`config.mk`:
```
export PLATFORM = sky130hd
export DESIGN_NAME = anton_neopixel_scheduler
export DESIGN_NICKNAME = d
export VERILOG_FILES = /design/src/rtl/anton_neopixel_scheduler.sv
export SDC_FILE = /design/constraint.sdc
export NUM_CORES = 1
export LEC_CHECK = 0
export CAP_MARGIN = 5
export CORE_MARGIN = 3
export CORE_UTILIZATION = 48
export DETAILED_ROUTE_END_ITERATION = 10
export PLACE_DENSITY = 0.75
export SLEW_MARGIN = 0
export SYNTH_ARGS = -nofsm -noshare
export SYNTH_HDL_FRONTEND = slang
export SYNTH_SLANG_ARGS = --single-unit
```
`constraint.sdc`:
```
create_clock -name clk10mhz_i -period 2.09 [get_ports clk10mhz_i]
set_input_delay 0.3135 -clock clk10mhz_i [delete_from_list [all_inputs] [get_ports clk10mhz_i]]
set_output_delay 0.3135 -clock clk10mhz_i [all_outputs]
set_load 0.01 [all_outputs]
```
`src/rtl/anton_neopixel_scheduler.sv`:
```
// anton_neopixel_scheduler: queues pixel writes from a host port (and optionally
// a whole-strip fill engine) and drains them to a NeoPixel driver only while the
// driver sits in its reset/latch window, so a frame is never altered mid-transmission.
// Optional feature macro: FILL_ENGINE_EN adds the fill FSM and host/fill round-robin.
// Queue entries are {address, colour}; colour format is RRRBBBGG.

module anton_neopixel_scheduler #(
    parameter int PIXELS_MAX = 5,
    parameter int FIFO_DEPTH = 4,
    parameter int FIFO_BITS  = 2
) (
    input  logic                 clk10mhz_i,
    input  logic                 resetN_i,
    input  logic                 hostValid_i,
    output logic                 hostReady_o,
    input  logic [7:0]           hostAddr_i,
    input  logic [7:0]           hostData_i,
    input  logic                 fillStart_i,
    input  logic [7:0]           fillData_i,
    output logic                 fillBusy_o,
    input  logic                 neoState_i,
    output logic [7:0]           busAddr_o,
    output logic [7:0]           busData_o,
    output logic                 busWrite_o,
    output logic [FIFO_BITS:0]   fifoLevel_o,
    output logic                 errAddr_o
);

    localparam int LVL_W   = FIFO_BITS + 1;
    localparam int ENTRY_W = 16;

    logic [ENTRY_W-1:0]   mem_q [FIFO_DEPTH];
    logic [FIFO_BITS-1:0] wrPtr_q, wrPtr_d;
    logic [FIFO_BITS-1:0] rdPtr_q, rdPtr_d;
    logic [LVL_W-1:0]     level_q, level_d;
    logic                 busWrite_q, busWrite_d;
    logic [7:0]           busAddr_q, busAddr_d;
    logic [7:0]           busData_q, busData_d;
    logic                 errAddr_q, errAddr_d;

    logic                 full;
    logic                 empty;
    logic                 addrOk;
    logic                 hostXfer;
    logic                 pushEn;
    logic                 popEn;
    logic                 fillGrant;
    logic                 hostTurnOk;
    logic [ENTRY_W-1:0]   fillEntry;
    logic [ENTRY_W-1:0]   pushEntry;
    logic [ENTRY_W-1:0]   popEntry;

    assign full        = (level_q == LVL_W'(FIFO_DEPTH));
    assign empty       = (level_q == '0);
    assign addrOk      = (hostAddr_i < 8'(PIXELS_MAX));

    // The host is offered a slot whenever there is room and it is the host's turn;
    // an out-of-range address still handshakes but is dropped instead of queued.
    assign hostReady_o = resetN_i && !full && hostTurnOk;
    assign hostXfer    = hostValid_i && hostReady_o;
    assign pushEn      = (hostXfer && addrOk) || fillGrant;
    assign pushEntry   = fillGrant ? fillEntry : {hostAddr_i, hostData_i};

    // Draining is only allowed while the driver is latching.
    assign popEn       = neoState_i && !empty;
    assign popEntry    = mem_q[rdPtr_q];

`ifdef FILL_ENGINE_EN
    typedef enum logic {
        FILL_IDLE = 1'b0,
        FILL_RUN  = 1'b1
    } fillState_t;

    fillState_t fillState_q, fillState_d;
    logic [7:0] fillIdx_q, fillIdx_d;
    logic [7:0] fillColour_q, fillColour_d;
    logic       hostTurn_q, hostTurn_d;
    logic       fillReq;

    assign fillReq    = (fillState_q == FILL_RUN);
    assign hostTurnOk = !fillReq || hostTurn_q;
    assign fillGrant  = fillReq && resetN_i && !full && !hostXfer;
    assign fillEntry  = {fillIdx_q, fillColour_q};
    assign fillBusy_o = fillReq;

    // Fill engine state and round-robin pointer; the host owns the first contended slot.
    always_ff @(posedge clk10mhz_i) begin
        if (!resetN_i) begin
            fillState_q  <= FILL_IDLE;
            fillIdx_q    <= '0;
            fillColour_q <= '0;
            hostTurn_q   <= 1'b1;
        end else begin
            fillState_q  <= fillState_d;
            fillIdx_q    <= fillIdx_d;
            fillColour_q <= fillColour_d;
            hostTurn_q   <= hostTurn_d;
        end
    end

    // Fill sequencing plus turn flip whenever host and fill actually competed.
    always_comb begin
        fillState_d  = fillState_q;
        fillIdx_d    = fillIdx_q;
        fillColour_d = fillColour_q;
        hostTurn_d   = hostTurn_q;
        case (fillState_q)
            FILL_IDLE: begin
                if (fillStart_i) begin
                    fillColour_d = fillData_i;
                    fillIdx_d    = '0;
                    fillState_d  = FILL_RUN;
                end
            end
            FILL_RUN: begin
                if (fillGrant) begin
                    fillIdx_d = fillIdx_q + 8'd1;
                    if (fillIdx_q == 8'(PIXELS_MAX - 1)) begin
                        fillState_d = FILL_IDLE;
                    end
                end
            end
            default: fillState_d = FILL_IDLE;
        endcase
        if (fillReq && hostValid_i && !full) begin
            hostTurn_d = !hostTurn_q;
        end
    end
`else
    logic unusedFill;

    assign unusedFill = fillStart_i ^ (^fillData_i);
    assign hostTurnOk = 1'b1;
    assign fillGrant  = 1'b0;
    assign fillEntry  = '0;
    assign fillBusy_o = 1'b0;
`endif

    // Queue pointer and occupancy bookkeeping; pointers wrap naturally at FIFO_DEPTH.
    always_comb begin
        wrPtr_d = wrPtr_q;
        rdPtr_d = rdPtr_q;
        if (pushEn) begin
            wrPtr_d = wrPtr_q + FIFO_BITS'(1);
        end
        if (popEn) begin
            rdPtr_d = rdPtr_q + FIFO_BITS'(1);
        end
        level_d = level_q + LVL_W'(pushEn) - LVL_W'(popEn);
    end

    // Driver-side outputs: a pop becomes a write strobe one cycle later, data held otherwise.
    always_comb begin
        busWrite_d = popEn;
        busAddr_d  = busAddr_q;
        busData_d  = busData_q;
        if (popEn) begin
            busAddr_d = popEntry[15:8];
            busData_d = popEntry[7:0];
        end
        errAddr_d = hostXfer && !addrOk;
    end

    // Control registers, all cleared by the synchronous reset.
    always_ff @(posedge clk10mhz_i) begin
        if (!resetN_i) begin
            wrPtr_q    <= '0;
            rdPtr_q    <= '0;
            level_q    <= '0;
            busWrite_q <= 1'b0;
            busAddr_q  <= '0;
            busData_q  <= '0;
            errAddr_q  <= 1'b0;
        end else begin
            wrPtr_q    <= wrPtr_d;
            rdPtr_q    <= rdPtr_d;
            level_q    <= level_d;
            busWrite_q <= busWrite_d;
            busAddr_q  <= busAddr_d;
            busData_q  <= busData_d;
            errAddr_q  <= errAddr_d;
        end
    end

    // Queue storage; stale contents are harmless because the pointers define validity.
    always_ff @(posedge clk10mhz_i) begin
        if (pushEn) begin
            mem_q[wrPtr_q] <= pushEntry;
        end
    end

    assign busWrite_o  = busWrite_q;
    assign busAddr_o   = busAddr_q;
    assign busData_o   = busData_q;
    assign errAddr_o   = errAddr_q;
    assign fifoLevel_o = level_q;

endmodule

```
=== After elaboration in Yosys (flattened, before gate mapping) ===
Memories as Yosys holds them, arrays and structs flattened. A register that Yosys moved wholly into a read port is not among the register bits.
Cells that the tools add are included.

* Flip-flop bits (word level): 9
* RAM bits: 64
* Word-level logic and storage cells: 24
* Memories: 1

{| class="wikitable"
|+ Memory list
! memory !! depth !! width !! read ports !! clocked after Yosys merged registers in !! wr ports !! RTL line !! text
|-
| mem_q || 4 || 16 || 1 || 1 || 1 || 32 || <nowiki>logic [ENTRY_W-1:0] mem_q [FIFO_DEPTH];</nowiki>
|}

* Add/sub/neg operators: 4
* $lt $le $gt $ge: 1
* Equality and inequality tests: 1
* Multiplexer cells: 2
* Reduce and logical (&&, ||, !) cells: 10

{| class="wikitable"
|+ Operator list
! cell !! number
|-
| less-than comparator 8 x 3 -> 1 bit, second input constant || 1
|-
| logical AND 1 bit || 5
|-
| adder 2 x 1 -> 2 bit, second input constant || 2
|-
| zero test 1 bit || 4
|-
| adder 3 x 1 -> 3 bit || 1
|-
| equality test 3 bit, second input constant || 1
|-
| zero test 3 bit || 1
|-
| subtractor 3 x 1 -> 3 bit || 1
|-
| 2-to-1 mux 1 bit || 2
|}

=== Longest topological paths before layout ===
* Depth after elaboration: 7
* Mapped depth: 12

=== Worst setup path before layout ===
No wires, ideal clock.

* Path type: reg2reg
* From: reg level_q[2] (netlist: fifoLevel_o[2])
* To: reg level_q[2] (netlist: fifoLevel_o[2])
* Setup time: 0.115 ns
* Arrival: 2.177 ns
* Required time: 1.975 ns
* Slack: -0.202 ns
* Stages on the path, launching flop included: 13
* Path through: dfxtp_1 or3b_1 nand3_1 nor2b_1 buf_2 inv_1 ha_1 inv_1 ha_1 fa_1 xnor2_1 xnor2_1 and2_1

* Longest elaborated chain between the ends: 7

{| class="wikitable"
|+ RTL lines
! what !! RTL line !! text
|-
| start, declared || 35 || <nowiki>logic [LVL_W-1:0] level_q, level_d;</nowiki>
|-
| start signal, assigned || 177 || <nowiki>level_q <= level_d;</nowiki>
|-
| equality test 3 bit || 53 || <nowiki>assign full = (level_q == LVL_W'(FIFO_DEPTH));</nowiki>
|-
| zero test 1 bit || 59 || <nowiki>assign hostReady_o = resetN_i && !full && hostTurnOk;</nowiki>
|-
| logical AND 1 bit || 59 ||
|-
| logical AND 1 bit || 60 || <nowiki>assign hostXfer = hostValid_i && hostReady_o;</nowiki>
|-
| logical AND 1 bit || 61 || <nowiki>assign pushEn = (hostXfer && addrOk) || fillGrant;</nowiki>
|-
| adder 3 x 1 -> 3 bit || 149 || <nowiki>level_d = level_q + LVL_W'(pushEn) - LVL_W'(popEn);</nowiki>
|-
| subtractor 3 x 1 -> 3 bit * || 149 ||
|}

Mark *: on every way between the ends. The rest lies on a longest branch, timed or not.
A chain may end at the register's enable or synchronous reset.

=== Worst setup path after layout ===
* From: in hostAddr_i[7]
* To: reg level_q[2] (netlist: fifoLevel_o[2])

* Longest elaborated chain between the ends: 4

{| class="wikitable"
|+ RTL lines
! what !! RTL line !! text
|-
| start, declared || 16 || <nowiki>input logic [7:0] hostAddr_i,</nowiki>
|-
| less-than comparator 8 x 3 -> 1 bit || 55 || <nowiki>assign addrOk = (hostAddr_i < 8'(PIXELS_MAX));</nowiki>
|-
| logical AND 1 bit || 61 ||
|-
| adder 3 x 1 -> 3 bit || 149 ||
|-
| subtractor 3 x 1 -> 3 bit || 149 ||
|}

No other way between the ends.

==> impl_metrics.toml <==
[critical_path]
path_max_fanout = 2
start_kind = "input pin"
r2r_slack_ns = -0.04
cp-end-kind = "register"
reg2reg_from = "fifoLevel_o[2]"
crit_arrival_ns = 2.40
critPathRequiredTime_ns = 2.34
r2r_cells = 11
r2r_end = "fifoLevel_o[2]"
path_class = "in -> reg"

[layout]
final_nets = 277
final_common_cell = "edfxtp_1"
mostFrequentLayoutCells = "edfxtp_1, clkdlybuf4s50_1, dfxtp_1, buf_4"
diodes = 0
syn_to_final_growth_pct = 27.7
drive_above_1_share_pct = 28.5
stdcell_area_um2 = 4250
utilization_pct = 65.1

[floorplanning]
rows = 29
dieArea_um2 = 7970
die_w_um = 89.3
core_region_area_um2 = 6530
ioPinCount = 52
die_y_um = 89.3
start_util_pct = 51.0

[clocking]
ctsHoldBuffers = 0
htreeDepth = 3
clock_latency_ns = 0.36
ctsLongestPathBuffers = 2
cts.sinks = 89
clkSlewWorstSetupHoldPaths_ns = 0.09
cts_tree = "yes"
cts_root_buf = "clkbuf_8"
cts_made_buffers = 9

[global_route]
global_route.overflow_total = 0
grt_use_met2_pct = 28.9
grt_pass1_vias = 1891
grt-busiest-layer = "met2"
groute.layer.met1.usage_pct = 19.9
grt_max_degree = 18
track_usage_pct = 17.0
antenna_found_initial = 0
grt_use_met3_pct = 4.33
grt_pass1_wl_um = 9580

[sta]
postLayoutSetupSlackWorst_ns = -0.0652
setup_viol = 1
min_period_over_period_pct = 103
drv_slew = 0
min_period_ns = 2.16
hold_viol_final = 0
fin_skew_ns = 0.0102
max_freq_ghz = 0.464
rsz0062_at_grt = "yes"

[synthesis]
yosys.area.top_type = "edfxtp_1"
synthTopCellsByArea = "edfxtp_1, dfxtp_1, mux4_2"
synth-seq-cells = 89
syn_inst = 177
synth_cell_types = 27
avgSynthCellArea_um2 = 18.8
syn_nets = 213
synth_top_area_share_pct = 57.7
ys_seq_area_share_pct = 72.8
synth_area_um2 = 3330
synth_warnings = 0

[routing]
drc = 0
wl_per_cell_um = 18.0
drtIter0Drc = 55
vias = 1715
drtAntennaViolNets = 0
wirelength_um = 5830
dr.pass1.iters = 4
vias_per_cell = 5.31

[min_path]
holdCritStartpoint = "hostAddr_i[6]"
min_delay_path_depth = 1
min_path_type = "in -> reg"
min_to = "mem_q[0][14]"

[run_status]
violations = "negative setup slack"
status = "finished, violations left"

[placed_design]
io_buffers = 41
routabilityCongestion = 0.682
dp_hpwl_um = 3720
placed_area_um2 = 4000
place_ws_ns = -0.773

[power_and_ir_drop]
power_density_nw_per_um2 = 1050
peakVddDrop_uv = 679
netSwitchingFraction_pct = 26.1
clockPowerShare_pct = 26.3
leakagePower_nw = 1.47
pwr-share-comb_pct = 26.3
power_switching_w = 0.00116
p_int_w = 0.00329
seqPwrFrac_pct = 47.3

[run]
drv_cap = 0
power groups by stage:
stage	logic (W)	clock network (W)	registers [W]
after floorplan	0.000644	0	0.00218
after global placement	0.00112	0	0.00214
after detailed placement	0.00114	0	0.00214
after CTS	0.00119	0.00119	0.00211
after global routing	0.00128	0.00128	0.00212
final	0.00117	0.00117	0.00211
sequential cells by signal, indices dropped and copies added, names as in the netlist:
name	flops
busAddr_o	8
busData_o	8
busWrite_o	1
errAddr_o	1
fifoLevel_o	3
mem_q	64
rdPtr_q	2
wrPtr_q	2
worst max-delay path, stage by stage:
cell and delay, ns:
dlygate4sd2_1 0.26, nor3_2 0.23, and3_4 0.23, nor2b_4 0.14
inv_2 0.05, ha_4 0.26, inv_2 0.04, ha_4 0.15
fa_2 0.35, xnor2_2 0.14, xnor2_1 0.11, and2_1 0.13
final cells by class:
class                      count  area, um2
clock buffer                   9        124
clock inverter                 7       76.3
fill                         465       2280
inverter                       7       26.3
multi-input combinational     70        863
sequential                    89       2430
tap                           77       96.3
timing repair buffer          64        638
kinds of logic after synthesis:
family | after synthesis | synth area share, %
AOI/OAI and AO/OA | 18 | 4.62
xor gates and xnor gates | 4 | 1.05
adders and majority gates | 7 | 2.86
buffers and inverters | 18 | 3.31
DFF | 89 | 72.8
muxes | 18 | 11.4
other | 1 | 0.113
and+or+nand+nor | 22 | 3.83
synth_stat cells:
cell / instances
inv_1: 7
nor2_1: 2
nand3_1: 1
buf_2: 3
xnor2_1: 3
conb_1: 1
mux2i_1: 2
xor2_1: 1
and2_1: 10
nor2b_1: 2
clkbuf_2: 1
buf_6: 4
nand2_1: 3
a22o_1: 16
ha_1: 6
buf_4: 2
fa_1: 1
or3b_1: 1
nor3_1: 1
and2_4: 1
o21ai_0: 1
dfxtp_1: 25
mux4_2: 16
and3_1: 1
o31a_1: 1
clkbuf_1: 1
edfxtp_1: 64
worst max-delay path by stage:
stage	start	to	slack, ns	depth (start not counted)
after floorplan	hostAddr_i[7]	fifoLevel_o[2]	-0.13	12
after global placement	hostAddr_i[6]	fifoLevel_o[2]	-0.66	12
after detailed placement	hostAddr_i[6]	fifoLevel_o[2]	-0.77	12
after CTS	fifoLevel_o[2]	fifoLevel_o[2]	-0.05	11
after global routing	hostAddr_i[4]	fifoLevel_o[2]	-0.14	12
final	hostAddr_i[7]	fifoLevel_o[2]	-0.07	12
layer usage:
metal  wire (um)  share of wire, %  vias to the layer above
met5           0                 0                        -
met4         140               2.4                        0
met3         290               5.0                       12
met2        3000                51                       40
met1        2400                41                      860
li1            -                 -                      803
per-stage QoR:
| step | TNS [ns] | total power [W] | hold slack (ns) | cells |
|---|---|---|---|---|
| 4_1_cts | -0.0452 | 0.00449 | 0.344 | 323 |
| 2_1_floorplan | -0.180 | 0.00282 | 0.412 | 177 |
| 6_report | -0.0652 | 0.00445 | 0.207 | 323 |
| 3_5_place_dp | -13.26 | 0.00328 | 0.464 | 306 |
| 5_1_grt | -0.139 | 0.00469 | 0.211 | 323 |
| 3_3_place_gp | -8.59 | 0.00326 | 0.455 | 306 |
repair_timing:
item | in CTS | in global routing
resized for setup | 19 | 3
setup buffers | 1 | 0
gates cloned | 0 | 0
setup endpoints to repair | 2 | 2
pin swaps | 8 | 1
(Power assumes the default switching activity.)
